## src/rtl/synth_defs_pkg.sv

```systemverilog
// Shared definitions for the voice envelope path: ADSR state codes and default widths.
package synth_defs_pkg;

  localparam int unsigned WIDTH_DEFAULT = 31;
  localparam int unsigned STATE_W       = 3;

  typedef enum logic [STATE_W-1:0] {
    ST_IDLE    = 3'd0,
    ST_ATTACK  = 3'd1,
    ST_DECAY   = 3'd2,
    ST_SUSTAIN = 3'd3,
    ST_RELEASE = 3'd4
  } adsr_state_e;

endpackage

```

## src/rtl/rate_divider.sv

```systemverilog
// Envelope rate prescaler: counts 0..TICK_DIV-1 and emits a one-cycle tick on the wrap cycle.
module rate_divider #(
  parameter int unsigned TICK_DIV = 500
) (
  input  logic clk,
  input  logic reset,
  output logic tick
);

  localparam int unsigned CNT_W = (TICK_DIV > 1) ? $clog2(TICK_DIV) : 1;
  localparam logic [CNT_W-1:0] LAST = CNT_W'(TICK_DIV - 1);

  logic [CNT_W-1:0] cnt_q, cnt_d;
  logic             tick_q, tick_d;

  // tick_q is precomputed so it is high exactly while cnt_q sits at LAST
  always_comb begin
    cnt_d  = (cnt_q == LAST) ? '0 : cnt_q + CNT_W'(1);
    tick_d = (cnt_d == LAST);
  end

  always_ff @(posedge clk or posedge reset) begin
    if (reset) begin
      cnt_q  <= '0;
      tick_q <= (LAST == '0);
    end else begin
      cnt_q  <= cnt_d;
      tick_q <= tick_d;
    end
  end

  assign tick = tick_q;

endmodule

```

## src/rtl/envelope_generator.sv

```systemverilog
// ADSR amplitude envelope for one voice. Define THRESHOLD_TRACK_EN to make the overdrive
// clip thresholds follow the envelope level instead of the peak setting.
module envelope_generator
  import synth_defs_pkg::*;
#(
  parameter int unsigned WIDTH        = WIDTH_DEFAULT,
  parameter int unsigned TICK_DIV     = 500,
  parameter int unsigned ATTACK_STEP  = 2**21,
  parameter int unsigned DECAY_STEP   = 2**19,
  parameter int unsigned RELEASE_STEP = 2**19
) (
  input  logic               clk,
  input  logic               reset,
  input  logic               gate,
  input  logic [WIDTH-1:0]   peak,
  input  logic [WIDTH-1:0]   sustain_level,
  output logic [WIDTH-1:0]   max_amplitude,
  output logic [WIDTH-1:0]   threshold,
  output logic [WIDTH-1:0]   neg_threshold,
  output logic [STATE_W-1:0] state,
  output logic               active
);

  localparam int unsigned EXT_W = WIDTH + 1;
  localparam logic [EXT_W-1:0] ATK_X = EXT_W'(ATTACK_STEP);
  localparam logic [EXT_W-1:0] DEC_X = EXT_W'(DECAY_STEP);
  localparam logic [EXT_W-1:0] REL_X = EXT_W'(RELEASE_STEP);

  logic tick;

  rate_divider #(.TICK_DIV(TICK_DIV)) u_rate_divider (
    .clk   (clk),
    .reset (reset),
    .tick  (tick)
  );

  adsr_state_e      state_q, state_d;
  logic [WIDTH-1:0] level_q, level_d;
  logic [WIDTH-1:0] thr_q, thr_d;
  logic [WIDTH-1:0] neg_q, neg_d;
  logic             active_q, active_d;
  logic [WIDTH-1:0] sus;
  logic [EXT_W-1:0] lvl_x, peak_x, sus_x;

  // Next state and level; the one-bit headroom keeps step arithmetic from wrapping
  always_comb begin
    state_d = state_q;
    level_d = level_q;
    sus     = (sustain_level < peak) ? sustain_level : peak;
    lvl_x   = {1'b0, level_q};
    peak_x  = {1'b0, peak};
    sus_x   = {1'b0, sus};
    if (tick) begin
      unique case (state_q)
        ST_IDLE: begin
          if (gate) state_d = ST_ATTACK;
        end
        ST_ATTACK: begin
          if (!gate) begin
            state_d = ST_RELEASE;
          end else if (lvl_x + ATK_X >= peak_x) begin
            level_d = peak;
            state_d = ST_DECAY;
          end else begin
            level_d = WIDTH'(lvl_x + ATK_X);
          end
        end
        ST_DECAY: begin
          if (!gate) begin
            state_d = ST_RELEASE;
          end else if (lvl_x <= sus_x + DEC_X) begin
            level_d = sus;
            state_d = ST_SUSTAIN;
          end else begin
            level_d = WIDTH'(lvl_x - DEC_X);
          end
        end
        ST_SUSTAIN: begin
          if (!gate) state_d = ST_RELEASE;
          else       level_d = sus;
        end
        ST_RELEASE: begin
          if (gate) begin
            state_d = ST_ATTACK;
          end else if (lvl_x <= REL_X) begin
            level_d = '0;
            state_d = ST_IDLE;
          end else begin
            level_d = WIDTH'(lvl_x - REL_X);
          end
        end
        default: begin
          state_d = ST_IDLE;
          level_d = '0;
        end
      endcase
    end
    active_d = (state_d != ST_IDLE);
  end

  always_comb begin
`ifdef THRESHOLD_TRACK_EN
    thr_d = level_d - (level_d >> 2);
    neg_d = level_d >> 2;
`else
    thr_d = peak - (peak >> 2);
    neg_d = peak >> 2;
`endif
  end

  always_ff @(posedge clk or posedge reset) begin
    if (reset) begin
      state_q  <= ST_IDLE;
      active_q <= 1'b0;
    end else begin
      state_q  <= state_d;
      active_q <= active_d;
    end
  end

  always_ff @(posedge clk or posedge reset) begin
    if (reset) begin
      level_q <= '0;
      thr_q   <= '0;
      neg_q   <= '0;
    end else begin
      level_q <= level_d;
      thr_q   <= thr_d;
      neg_q   <= neg_d;
    end
  end

  assign max_amplitude = level_q;
  assign threshold     = thr_q;
  assign neg_threshold = neg_q;
  assign state         = state_q;
  assign active        = active_q;

endmodule

```

## config.mk

```make
export PLATFORM = sky130hd
export DESIGN_NAME = envelope_generator
export DESIGN_NICKNAME = d
export VERILOG_FILES = /design/src/rtl/synth_defs_pkg.sv /design/src/rtl/rate_divider.sv /design/src/rtl/envelope_generator.sv
export SDC_FILE = /design/constraint.sdc
export NUM_CORES = 1
export LEC_CHECK = 0
export ABC_CLOCK_PERIOD_IN_PS = 8500
export CORE_ASPECT_RATIO = 1.4
export CORE_MARGIN = 2
export CORE_UTILIZATION = 40
export CTS_BUF_LIST = sky130_fd_sc_hd__clkbuf_8
export DETAILED_ROUTE_END_ITERATION = 8
export HOLD_SLACK_MARGIN = 0.02
export PLACE_DENSITY = 0.66
export SLEW_MARGIN = 20
export SYNTH_ARGS = -nofsm -noshare
export SYNTH_HDL_FRONTEND = slang
export SYNTH_SLANG_ARGS = --single-unit
```

## constraint.sdc

```tcl
create_clock -name clk -period 8.5 [get_ports clk]
set_clock_uncertainty 0.05 [all_clocks]
set_input_delay 1.7 -clock clk [delete_from_list [all_inputs] [get_ports clk]]
set_output_delay 1.7 -clock clk [all_outputs]
set_load 0.01 [all_outputs]
```

==> impl_metrics.json <==
{
  "outcome": "finished clean",
  "synth_seq_cells": 105,
  "yosysTopAreaCell": "dfrtp_1",
  "drc_errors": 0,
  "io_pins": 162,
  "pwr-share-comb_pct": 33.9,
  "grt_pass1_vias": 8072,
  "swShare_pct": 33.7,
  "crit_required_ns": 8.73,
  "p_int_mw": 0.845,
  "dpl_worst_slack_ns": 0.175,
  "min_period_ns": 7.99,
  "clkLatencyLatePin_ns": 0.42,
  "post_cts_buffers": 0,
  "synth.area.top_cells": "dfrtp_1 (31%), ha_1 (19%), a21oi_1 (4.7%)",
  "nets": 1312,
  "cp-start-kind": "input pin",
  "multiInputGateArea_sq_um": 5610,
  "synth_ff_type": "dfrtp_1",
  "synthArstFlopShare_pct": 100,
  "setup_viol": 0,
  "critPathMaxFanout": 7,
  "via_per_inst": 5.77,
  "relSlewSlack_pct": 35.0,
  "slew_violations": 0,
  "syn_inst": 947,
  "cts_tree": "done",
  "wl_per_cell_um": 19.6,
  "ir_worst_vdd_mv": 0.0647,
  "hp-class": "flop to flop",
  "diodes": 0,
  "initial_core_util_pct": 40.6,
  "synth.avg_cell_area_sq_um": 9.02,
  "synth_top_area_share_pct": 30.8,
  "leakage_nw": 4.84,
  "cts_buffers": 9,
  "p_sw_mw": 0.430,
  "grt_pass1_wl_mm": 43.2,
  "min_period_over_period_pct": 94.0,
  "drive_gt1_share_pct": 5.79,
  "crit_path_end_kind": "flop",
  "seq_power_share_pct": 42.8,
  "setup.worst_path.class": "input pin to flop",
  "grt_max_degree": 64,
  "fin_area_sq_um": 10700,
  "port_buffers": 159,
  "gp_congestion": 0.935,
  "grt-ovfl-total": 0,
  "final-hold-violation-count": 0,
  "ctsResizeCount": 0,
  "final_common_cell": "clkdlybuf4s50_1",
  "cts_root_buffer": "clkbuf_8",
  "maxCapViolCount": 0,
  "final_cell_mix": "clkdlybuf4s50_1 (159), ha_1 (127), dfrtp_1 (105)",
  "fin_setup_tns_ns": 0,
  "synth_seq_area_share_pct": 30.8,
  "place_area_sq_um": 10500,
  "ys.warnings.count": 0,
  "fmaxAchievable_ghz": 0.125,
  "regArea_sq_um": 2630,
  "p_per_area_nw_per_um2": 119,
  "synth_cell_type_count": 80,
  "power_frac_clock_pct": 23.3,
  "syn-cell-area_sq_um": 8540,
  "drtIter0Drc": 646,
  "dieHeight_um": 177,
  "dieArea_sq_um": 22600,
  "cts_sinks": 105,
  "antenna_found_initial": 0,
  "die_w_um": 128,
  "critPathArrivalTime_ns": 8.22,
  "worst_pin_slew_ns": 0.974,
  "place_hpwl_mm": 21.7,
  "rows": 63,
  "synth_edf_count": 0,
  "grt_use_total_pct": 24.7,
  "fill_cells": 1962,
  "timing.final.ws_setup_ns": 0.510,
  "via_count": 7981,
  "grt_setup_unrepaired": "false",
  "firstDrtPassIters": 5,
  "ctsHoldBuffers": 0,
  "ctsHtreeMaxLevel": 3,
  "wl_mm": 27.2,
  "clock_path_buffers": 2,
  "ant_nets": 0,
  "totalPowerFinal_mw": 1.27,
  "syn_to_final_growth_pct": 25.2,
  "coreArea_sq_um": 21000,
  "clkTransAtPathRegs_ns": 0.10
}
## worst max-delay path, cell delays in order
cell and delay, ns:
clkdlybuf4s50_1 0.62, inv_1 0.16, ha_1 0.36, and4_4 0.22, a221oi_2 0.51, o41a_1 0.35, a31o_2 0.23, nand3_1 0.09
o21ai_0 0.15, ha_1 0.30, nand2_1 0.09, nor4_1 0.36, and3_1 0.25, xnor2_1 0.07, nor2_1 0.09, a21oi_1 0.06
ha_1 0.35, nand4_2 0.14, nor4_4 0.32, nand2_1 0.11, a2bb2oi_1 0.14, and4b_4 0.22, a21o_4 0.23, o31a_1 0.44
o211ai_2 0.22, or4b_1 0.45
## synth_stat cells (4+ instances only)
master	count
a211oi_1	9
a31oi_1	6
nor3_1	14
a22o_1	20
ha_1	127
o211ai_1	17
nand2b_1	7
buf_2	6
nor4_1	10
or3_1	7
o21a_1	6
and3_1	10
xor2_1	19
xnor2_1	42
o21ai_0	62
nor2_1	56
or2_2	5
nand3_1	46
o221ai_1	4
mux2i_1	22
inv_1	51
dfrtp_1	105
nand2_1	87
clkbuf_1	13
nand4_1	17
a21oi_1	81
nor2b_1	9
a21o_1	12
## power by group through the flow
stage | clock [mW] | combinational (mW) | sequential [mW]
floorplan | 0 | 0.215 | 0.577
global placement | 0 | 0.429 | 0.555
detailed placement | 0 | 0.432 | 0.556
CTS | 0.305 | 0.434 | 0.547
global route | 0.325 | 0.475 | 0.549
finish | 0.297 | 0.432 | 0.546
## logic make-up (layout without fill, tap and decap cells)
group	after synthesis	count (layout)	share of synthesized area, %
xor+xnor	61	61	6.25
simple gates	291	291	17.0
fa+ha+maj	128	128	18.8
buf+inv	74	249	3.65
other cells	1	2	0.0439
compound gates	264	264	20.7
mux	23	23	2.71
flops	105	105	30.8
## worst paths after layout
| kind | start | to | slack, ns | cells after the start |
|---|---|---|---|---|
| max | peak[30] | active | 0.51 | 26 |
| min in group asynchronous | reset | max_amplitude[0] | 1.63 | 2 |
| max reg2reg | max_amplitude[21] | max_amplitude[15] | 3.62 | 15 |
| min | u_rate_divider.cnt_q[0] | u_rate_divider.cnt_q[0] | 0.47 | 1 |
| max in group asynchronous | reset | state[1] | 5.49 | 3 |
| min reg2reg | u_rate_divider.cnt_q[0] | u_rate_divider.cnt_q[0] | 0.47 | 1 |
## cell type report
class / count / share of cell area (%)
clock inverter: 6 / 0.351
clock buffer: 9 / 1.16
tap: 260 / 3.04
inverter: 51 / 1.81
multi-input combinational: 769 / 52.5
sequential: 105 / 24.6
timing repair buffer: 183 / 16.6
## sequential cells by signal, indices dropped and copies added (netlist names)
register / count
state: 3
neg_threshold: 29
u_rate_divider.tick: 1
max_amplitude: 31
u_rate_divider.cnt_q: 9
active: 1
threshold: 31
## metal layers
layer  global-route usage, %  vias up  wire [um]
met5                       0        -          0
met4                    10.9        0        961
met3                    3.39       53       1260
met2                    45.1      273      14200
met1                    28.5     3801      10800
li1                        -     3854          -
## stage by stage
step,hold slack [ns],utilization (%),std cells
2_1_floorplan,0.424,-,948
3_5_place_dp,0.467,50.0,1368
6_report,0.474,50.8,1383
3_3_place_gp,0.444,50.0,1368
4_1_cts,0.482,50.8,1383
5_1_grt,0.520,50.8,1383
(Power assumes the default switching activity.)
